$ cat config.mk
export PLATFORM = sky130hd
export DESIGN_NAME = xcorr_peak_detect
export DESIGN_NICKNAME = d
export VERILOG_FILES = /design/src/rtl/xcorr_pkg.sv /design/src/rtl/xcorr_max_track.sv /design/src/rtl/xcorr_peak_detect.sv
export SDC_FILE = /design/constraint.sdc
export NUM_CORES = 1
export LEC_CHECK = 0
export CORE_MARGIN = 2
export CORE_UTILIZATION = 50
export CTS_CLUSTER_SIZE = 25
export DETAILED_ROUTE_END_ITERATION = 6
export GPL_ROUTABILITY_DRIVEN = 0
export HOLD_SLACK_MARGIN = 0.05
export PLACE_DENSITY_LB_ADDON = 0.15
export SETUP_SLACK_MARGIN = 0.05
export SKIP_CTS_REPAIR_TIMING = 1
export SLEW_MARGIN = 20
export SYNTH_ARGS = -nofsm -noshare
export SYNTH_HDL_FRONTEND = slang
export SYNTH_SLANG_ARGS = --single-unit
$ cat constraint.sdc
create_clock -name clk -period 4.3 [get_ports clk]
set_clock_uncertainty 0.15 [all_clocks]
set_input_delay 0.645 -clock clk [delete_from_list [all_inputs] [get_ports clk]]
set_output_delay 0.645 -clock clk [all_outputs]
set_load 0.02 [all_outputs]
$ cat src/rtl/xcorr_pkg.sv
// rtl/xcorr_pkg.sv - shared types and helpers for windowed xcorr blocks
package xcorr_pkg;

   typedef enum logic [1:0] {
      IDLE    = 2'd0,
      SEARCH  = 2'd1,
      HOLDOFF = 2'd2
   } xpk_state_t;

   // Window length as actually used: zero means one sample, oversize saturates.
   function automatic int unsigned clamp_len(input int unsigned len, input int unsigned max);
      if (len == 0)
         return 1;
      else if (len > max)
         return max;
      else
         return len;
   endfunction

endpackage

$ cat src/rtl/xcorr_max_track.sv
// rtl/xcorr_max_track.sv - running maximum and its position, ties keep earliest
module xcorr_max_track #(
   parameter int W  = 24,
   parameter int PW = 6
) (
   input  logic          clk,
   input  logic          rst,
   input  logic          init,
   input  logic          upd,
   input  logic [W-1:0]  din,
   input  logic [PW-1:0] pos,
   output logic [W-1:0]  nxt_val,
   output logic [PW-1:0] nxt_pos
);

   logic [W-1:0]  max_q;
   logic [PW-1:0] pos_q;

   // Next max/pos including the current sample, so the owner can report on the same edge.
   always_comb begin
      nxt_val = max_q;
      nxt_pos = pos_q;
      if (init) begin
         nxt_val = din;
         nxt_pos = pos;
      end else if (upd && (din > max_q)) begin
         nxt_val = din;
         nxt_pos = pos;
      end
   end

   // Running max register pair.
   always_ff @(posedge clk) begin
      if (rst) begin
         max_q <= '0;
         pos_q <= '0;
      end else begin
         max_q <= nxt_val;
         pos_q <= nxt_pos;
      end
   end

endmodule

$ cat src/rtl/xcorr_peak_detect.sv
// rtl/xcorr_peak_detect.sv - windowed peak search on xcorr magnitude, optional holdoff via XCORR_HOLDOFF_EN
module xcorr_peak_detect
   import xcorr_pkg::*;
#(
   parameter  int WND_MAX  = 64,
   parameter  int WDTH_CRR = 24,
   localparam int POS_W    = (WND_MAX > 1) ? $clog2(WND_MAX) : 1,
   localparam int LEN_W    = $clog2(WND_MAX + 1)
) (
   input  logic                clk,
   input  logic                rst,
   input  logic                in_valid,
   input  logic [WDTH_CRR-1:0] corr_in,
   input  logic [WDTH_CRR-1:0] thr_lvl,
   input  logic [LEN_W-1:0]    wnd_len,
`ifdef XCORR_HOLDOFF_EN
   input  logic [LEN_W-1:0]    holdoff_len,
`endif
   output logic                osop,
   output logic [WDTH_CRR-1:0] peak_val,
   output logic [POS_W-1:0]    peak_pos,
   output logic                busy
);

   xpk_state_t          state_q, state_d, end_state;
   logic [LEN_W-1:0]    cnt_q, len_q, len_clamped;
   logic                trig, wnd_end, trk_upd;
   logic [POS_W-1:0]    trk_pos_in, trk_pos_d;
   logic [WDTH_CRR-1:0] trk_val_d;
   logic                osop_q;
   logic [WDTH_CRR-1:0] peak_val_q;
   logic [POS_W-1:0]    peak_pos_q;

   assign len_clamped = LEN_W'(clamp_len(32'(wnd_len), 32'(WND_MAX)));
   assign trk_pos_in  = trig ? '0 : cnt_q[POS_W-1:0];

`ifdef XCORR_HOLDOFF_EN
   logic [LEN_W-1:0] hold_q, hold_cnt_q;

   assign end_state = (holdoff_len == '0) ? IDLE : HOLDOFF;

   // Holdoff length latch and valid-sample counter.
   always_ff @(posedge clk) begin
      if (rst) begin
         hold_q     <= '0;
         hold_cnt_q <= '0;
      end else if (wnd_end) begin
         hold_q     <= holdoff_len;
         hold_cnt_q <= '0;
      end else if ((state_q == HOLDOFF) && in_valid) begin
         hold_cnt_q <= hold_cnt_q + LEN_W'(1);
      end
   end
`else
   assign end_state = IDLE;
`endif

   // Next state and per-cycle control strobes.
   always_comb begin
      state_d = state_q;
      trig    = 1'b0;
      wnd_end = 1'b0;
      trk_upd = 1'b0;
      case (state_q)
         IDLE: begin
            if (in_valid && (corr_in > thr_lvl)) begin
               trig = 1'b1;
               if (len_clamped == LEN_W'(1)) begin
                  wnd_end = 1'b1;
                  state_d = end_state;
               end else begin
                  state_d = SEARCH;
               end
            end
         end
         SEARCH: begin
            if (in_valid) begin
               trk_upd = 1'b1;
               if (cnt_q == (len_q - LEN_W'(1))) begin
                  wnd_end = 1'b1;
                  state_d = end_state;
               end
            end
         end
`ifdef XCORR_HOLDOFF_EN
         HOLDOFF: begin
            if (in_valid && (hold_cnt_q == (hold_q - LEN_W'(1))))
               state_d = IDLE;
         end
`endif
         default: state_d = IDLE;
      endcase
   end

   xcorr_max_track #(
      .W  (WDTH_CRR),
      .PW (POS_W)
   ) u_max_track (
      .clk     (clk),
      .rst     (rst),
      .init    (trig),
      .upd     (trk_upd),
      .din     (corr_in),
      .pos     (trk_pos_in),
      .nxt_val (trk_val_d),
      .nxt_pos (trk_pos_d)
   );

   // State, window counter/length latch and report registers.
   always_ff @(posedge clk) begin
      if (rst) begin
         state_q    <= IDLE;
         cnt_q      <= '0;
         len_q      <= '0;
         osop_q     <= 1'b0;
         peak_val_q <= '0;
         peak_pos_q <= '0;
      end else begin
         state_q <= state_d;
         osop_q  <= wnd_end;
         if (trig) begin
            cnt_q <= LEN_W'(1);
            len_q <= len_clamped;
         end else if ((state_q == SEARCH) && in_valid) begin
            cnt_q <= cnt_q + LEN_W'(1);
         end
         if (wnd_end) begin
            peak_val_q <= trk_val_d;
            peak_pos_q <= trk_pos_d;
         end
      end
   end

   assign osop     = osop_q;
   assign peak_val = peak_val_q;
   assign peak_pos = peak_pos_q;
   assign busy     = (state_q != IDLE);

endmodule

==> results of run 1 <==
[through the flow]
step | power (mW) | hold WS [ns]
6_report | 1.53 | 0.326
5_1_grt | 1.61 | 0.337
3_5_place_dp | 1.05 | 0.308
3_3_place_gp | 1.04 | 0.298
4_1_cts | 1.54 | 0.331
2_1_floorplan | 0.933 | 0.299
[registers in the layout, summed over array words and instances (netlist names)]
register	flops
len_q	7
cnt_q	7
osop	1
peak_pos	6
u_max_track.pos_q	6
state_q	1
u_max_track.max_q	24
peak_val	24
[cell families after synthesis]
kind of cell    count (synthesis)
xor+xnor                       13
fa+ha+maj                      50
simple gates                  136
buf+inv                        79
flops                          76
compound gates                140
mux                             7
[power by group]
part / switching (mW) / internal, mW
combinational: 0.160 / 0.137
sequential: 0.0159 / 0.726
clock: 0.268 / 0.224
total: 0.444 / 1.09
[area by class of cell]
class                           instances  area (µm²)
Clock buffer                           10         138
Clock inverter                          6        37.5
Fill cell                             714        2890
Inverter                               49         184
Multi-Input combinational cell        346        2410
Sequential cell                        76        1520
Tap cell                              105         131
Timing Repair Buffer                   97         948
[metal layers]
metal | vias to the layer above | wire length (µm) | track usage, %
met1 | 1905 | 4840 | 30.4
met4 | 0 | 67 | 5.28
met5 | - | 0 | 0
li1 | 1977 | - | -
met3 | 8 | 555 | 4.81
met2 | 106 | 5730 | 45.3
[critical path: stages]
cell             delay [ns]
clkdlybuf4s50_1        0.48
ha_1                   0.35
nand4_1                0.22
nor4_1                 0.52
o31ai_1                0.18
a21oi_1                0.58
buf_4                  0.34
o21ai_0                0.14
a311oi_1               0.30
[layout by cell type (no fill, tap or decap), types with 7 or more instances in the layout]
cell type | netlist | routed
nand4_1 | 15 | 15
mux2i_1 | 7 | 7
inv_1 | 49 | 49
o21ai_0 | 30 | 30
nand3_1 | 29 | 29
a21oi_1 | 58 | 58
dfxtp_1 | 76 | 76
nor2_1 | 19 | 19
clkdlybuf4s50_1 | 0 | 88
nor3_1 | 30 | 30
ha_1 | 50 | 50
nand2_1 | 21 | 21
xnor2_1 | 7 | 7
clkbuf_8 | 0 | 10
buf_4 | 0 | 9
a311oi_1 | 24 | 24
[worst max-delay path by stage]
stage	startpoint	to	cells after the start
after floorplan	thr_lvl[1]	peak_val[10]$_SDFFE_PP0P_	12
after global placement	corr_in[22]	peak_val[13]$_SDFFE_PP0P_	9
after detailed placement	corr_in[22]	peak_val[11]$_SDFFE_PP0P_	9
after CTS	corr_in[22]	peak_val[3]$_SDFFE_PP0P_	9
after global routing	corr_in[22]	peak_val[11]$_SDFFE_PP0P_	9
final	corr_in[22]	peak_val[3]$_SDFFE_PP0P_	9
==> summary.md, run 1 <==
| Metric | Value |
|---|---|
| Top-count cell post-synth | `dfxtp_1` |
| # IOs | `90` |
| CP Capture Type | `register` |
| Yosys cell types | `46` |
| Dpl cells | `between 600 and 700` |
| Core ar. | `between 8000 and 9000 µm²` |
| Mux cell area share after synthesis | `1.64%` |
| DP Area | `a little over 5000 µm²` |
| Setup ws final | `roughly 0.63 ns` |
| Syn Nets | `609` |
| Vias in the first global route | `3,789` |
| Fin crit share | `85.3%` |
| Number of antenna diodes | `0` |
| Drt pass-1 iters | `4` |
| Nets@finish | `687` |
| Worst setup SP type | `input port` |
| Wire length per cell | `16.2 µm` |
| Yosys top cell by area | `dfxtp_1` |
| Drc violations | `0` |
| Pre-CTS setup slack | `0.342 ns` |
| Largest net degree at the start of global routing | `between 60 and 70` |
| Flops & latches, synth | `76` |
| Syn Inst Count | `between 500 and 600` |
| Clock transition at path regs | `0.08 ns` |
| Hold Path Depth | `1` |
| CTS H-tree depth | `3` |
| Initial drt markers | `199` |
| Critical Path AT | `3.76 ns` |
| Worst Tran Pin Value | `around 1.1 ns` |
| Min-delay src | `peak_pos[2]$_SDFFE_PP0P_` |
| Area Overhead vs Synth | `25.7%` |
| Final setup vio count | `0` |
| Global-route wire length before repair | `between 15 and 20 mm` |
| Synth warn | `0` |
| Die W | `96.5 µm` |
| Syn avg cell area | `approximately 8.5 µm²` |
| Rows | `33` |
| Relative slew margins | `29.7%` |
| GR Overflow Total | `0` |
| RR Endpoint | `peak_val[3]$_SDFFE_PP0P_` |
| Fraction of the mapped netlist area in compound gates | `21.0%` |
| Post-Synth XOR/XNOR Area | `2.66%` |
| CTS buffer count | `9` |
| CTS Buffer Depth | `2` |
| WL final | `between 10 and 15 mm` |
| Cell Area, Synth | `4270 µm²` |
| EDFF count, synth | `0` |
| Synth top cells by count | `dfxtp_1, a21oi_1, ha_1` |
| Final instance area | `5370 µm²` |
| CP Class | `input port to register` |
| Share of the synthesized area in the top cell type | `35.6%` |
| Max Slew Vio Count | `0` |
| Initial Util | `51.8%` |
| Worst min path class | `register to register` |
| Die area | `9300 µm²` |
| FF-to-FF setup slack | `1.08 ns` |
| Initial antenna violation count | `0` |
| WP data required | `4.39 ns` |
| IR drop worst, VDD | `0.145 mV` |
| Clk sinks | `76` |
| Primary FF master, synth | `dfxtp_1` |
| Vias/cell | `5.80` |
| Vert. Die Dim | `96.5 µm` |
| Main area contributors after synthesis | `dfxtp_1, ha_1, a21oi_1` |
| Worst r2r src | `u_max_track.max_q[21]$_SDFF_PP0_` |
| Fin crit period | `between 3 and 4 ns` |
| TNS Setup | `0 ns` |
| Post-Synth Adder-Cell Area | `between 10% and 20%` |
| CTS tree | `yes` |
| Clk_lat worst skew | `0.35 ns` |
| DP HPWL | `8.19 mm` |
| Fin util | `65.0%` |
| Static Leak | `2.03 nW` |
| Final hold viol count | `0` |
| RSZ-0062 raised after global routing | `no` |
| Max-cap violations | `0` |
| Achievable Freq | `0.273 GHz` |
| Antenna-violating nets left | `0` |
| Synth Area in Simple Gates | `~16%` |
| Via Count | `approximately 4,000` |
| Share of cells above drive strength 1 | `5.48%` |
| Reg2reg path depth | `9` |
| Final Non-Filler Cells | `689` |
| P per Cell Area | `285 nW/µm²` |
| FFs w/ async S/R, synth | `0%` |
| Max FO, Critical Path | `16` |
| Register area share after synthesis | `35.6%` |
| Buffers on Ports | `89` |
| Endpoint, Worst Hold | `peak_pos[2]$_SDFFE_PP0P_` |
| Outcome | `finished clean` |
| GRT Total Usage | `24.8%` |
| CTS root buf | `clkbuf_8` |
| Largest family of logic cells by synthesized area | `compound AO/OA/AOI/OAI gates` |
Note: power is estimated with default switching activity, not from simulation.
==> run 2, diff against run 1 <==
CORE_ASPECT_RATIO = 1.75   (was unset)
HOLD_SLACK_MARGIN = 0.02   (was 0.05)
==> run 2 against run 1 <==
  * Non-clock buffer count grew 4
  * Register-to-register slack got worse by 0.03 ns
  * Worst hold slack lost 0.012 ns
  * Count of clock-buffer cells in the layout rose by 3
  * First-iteration DRC count rose by 17%
  * Critical path depth unchanged
  * Power up 20%
  * Global-route usage is 0.42 points higher
  * Critical path type unchanged
  * Critical endpoint is now peak_val[2]$_SDFFE_PP0P_
  * Largest cell class unchanged
  * Largest power group is now the clock network
==> summary.md, run 2 (same netlist as run 1, synthesis figures left out) <==
| Metric | Value |
|---|---|
| Routed met3 length | `525 µm (-5.4%)` |
| Max-cap violations | `0 (unchanged)` |
| CTS buffer count | `9 (unchanged)` |
| IR drop worst, VDD | `0.308 mV (+110%)` |
| GR Overflow Total | `0 (unchanged)` |
| # IOs | `90 (unchanged)` |
| Worst min path class | `register to register` |
| Clk_lat worst skew | `0.34 ns (about the same)` |
| Nets@finish | `691 (+0.58%)` |
| CP Class | `input port to register` |
| Via Count | `4,009 (+0.33%)` |
| Largest net degree at the start of global routing | `62 (unchanged)` |
| Number of antenna diodes | `0 (unchanged)` |
| Core ar. | `8310 µm² (+0.67%)` |
| Comb pwr share | `16.2% (-3.2 points)` |
| Worst Tran Pin Value | `1.14 ns (+0.0855 ns)` |
| Wl on met1 | `4.43 mm (-8.6%)` |
| CP Capture Type | `register` |
| Wire length per cell | `16.4 µm (+1.1%)` |
| Outcome | `finished clean` |
| Switch share | `25.2% (-3.8 points)` |
| Die area | `9330 µm² (+0.32%)` |
| DP HPWL | `8.64 mm (+5.6%)` |
| Final setup vio count | `0 (unchanged)` |
| Vias in the first global route | `4,013 (+5.9%)` |
| WP data required | `4.37 ns (-0.02 ns)` |
| Clock power frac | `43.4% (+11 points)` |
| GRT Total Usage | `25.3% (+0.42 points)` |
| WL final | `11.6 mm (+3.2%)` |
| Area Overhead vs Synth | `30.1%` |
| Commonest non-fill, non-tap cell in the layout | `clkdlybuf4s50_1` |
| Pre-CTS setup slack | `0.293 ns (-0.0493 ns)` |
| Final instance area | `5560 µm² (+3.5%)` |
| Rows | `44 (+33%)` |
| Die W | `73.9 µm (-23%)` |
| Fillcell total | `737 (+3.2%)` |
| Initial Util | `51.4% (-0.34 points)` |
| Internal power | `1.38 mW (+27%)` |
| Vert. Die Dim | `126 µm (+31%)` |
| Buffers and inverters on the worst path | `2 (unchanged)` |
| TNS Setup | `0 ns (unchanged)` |
| Drc violations | `0 (unchanged)` |
| WL met2 | `6.26 mm (+9.1%)` |
| Static Leak | `2.11 nW (+4.0%)` |
| DP Area | `5240 µm² (+0.82%)` |
| Relative slew margins | `24.0% (-5.7 points)` |
| Fin util | `66.9% (+1.8 points)` |
| Top Metal Used | `met4` |
| Slowest cell on the critical path | `nor4_2` |
| Global-route wire length before repair | `18.3 mm (+2.6%)` |
| CTS H-tree depth | `3 (unchanged)` |
| CTS Buffer Depth | `2 (unchanged)` |
| Setup ws final | `0.488 ns (-0.145 ns)` |
| Max FO, Critical Path | `19 (+3)` |
| Max Slew Vio Count | `0 (unchanged)` |
| Clock transition at path regs | `0.06 ns (-0.02 ns)` |
| Final hold viol count | `0 (unchanged)` |
| Buffers on Ports | `89 (unchanged)` |
| Critical Path AT | `3.88 ns (+0.12 ns)` |
| P per Cell Area | `331 nW/µm² (+16%)` |
| Share of cells above drive strength 1 | `6.12% (+0.64 points)` |
| Antenna-violating nets left | `0 (unchanged)` |
| Min Hold Slack | `0.315 ns (-0.0116 ns)` |
| Vias/cell | `5.70 (-1.7%)` |
| Initial drt markers | `232 (+17%)` |
| Clk sinks | `76 (unchanged)` |
| Fin crit period | `3.81 ns (+0.145 ns)` |
| Fin crit share | `88.6% (+3.4 points)` |
| Most frequent cells in the layout | `clkdlybuf4s50_1, dfxtp_1, a21oi_1` |
| CTS root buf | `clkbuf_16` |
| Drt pass-1 iters | `4 (unchanged)` |
| Sequential power share | `40.4% (-8.0 points)` |
| CTS tree | `yes` |
| Cell family with most CP delay | `compound AO/OA/AOI/OAI gates` |
| Critical path, cell by cell | `clkdlybuf4s50_1, ha_1, nand4_1, nor4_2, o31a_1, o21a_1, buf_4, o21ai_0, a311oi_1` |
| Worst setup SP type | `input port` |
| Achievable Freq | `0.262 GHz (-3.8%)` |
| Initial antenna violation count | `0 (unchanged)` |
| RSZ-0062 raised after global routing | `no` |
| P_sw | `464 µW (+4.5%)` |
| Worst path max stage delay | `0.61 ns (+0.03 ns)` |
[run 2: worst register-to-register path, stage by stage, from the launching register on]
cell      delay (ns)
dfxtp_1         0.34
inv_1           0.05
ha_1            0.30
nand4_1         0.22
nor4_1          0.44
o31ai_1         0.15
a21oi_1         0.74
buf_4           0.33
o21ai_0         0.12
a311oi_1        0.30
[run 2: cell type report]
cell class	count	area, µm²	area share [%]
Timing Repair Buffer	101	976	17.6
Sequential cell	76	1520	27.4
Tap cell	115	144	2.59
Clock buffer	13	280	5.04
Multi-Input combinational cell	346	2410	43.4
Inverter	49	184	3.31
Clock inverter	3	42.5	0.765
[run 2: path summary, 6_finish.rpt]
check / from / end / slack, ns / depth (start not counted)
max: corr_in[23] / peak_val[2]$_SDFFE_PP0P_ / 0.49 / 9
min: peak_pos[5]$_SDFFE_PP0P_ / peak_pos[5]$_SDFFE_PP0P_ / 0.31 / 1
max reg2reg: u_max_track.max_q[22]$_SDFF_PP0_ / peak_val[19]$_SDFFE_PP0P_ / 1.05 / 9
min reg2reg: peak_pos[5]$_SDFFE_PP0P_ / peak_pos[5]$_SDFFE_PP0P_ / 0.31 / 1
[run 2: metal layers]
metal | vias to the layer above | track usage (%)
met5 | - | 0
met4 | 0 | 12.6
met3 | 23 | 4.77
met2 | 104 | 46.4
met1 | 1894 | 26.1
li1 | 1988 | -
[run 2: through the flow]
step                std cells  power (mW)
floorplan                 501       0.933
global placement          687        1.04
detailed placement        687        1.05
CTS                       703        1.85
global route              703        1.91
finish                    703        1.84
[run 2: power by group through the flow]
| stage | logic [mW] | clock network [mW] | registers [mW] |
|---|---|---|---|
| detailed placement | 0.294 | 0 | 0.759 |
| CTS | 0.297 | 0.805 | 0.743 |
| global placement | 0.285 | 0 | 0.758 |
| finish | 0.298 | 0.799 | 0.744 |
| floorplan | 0.178 | 0 | 0.756 |
| global route | 0.333 | 0.834 | 0.746 |
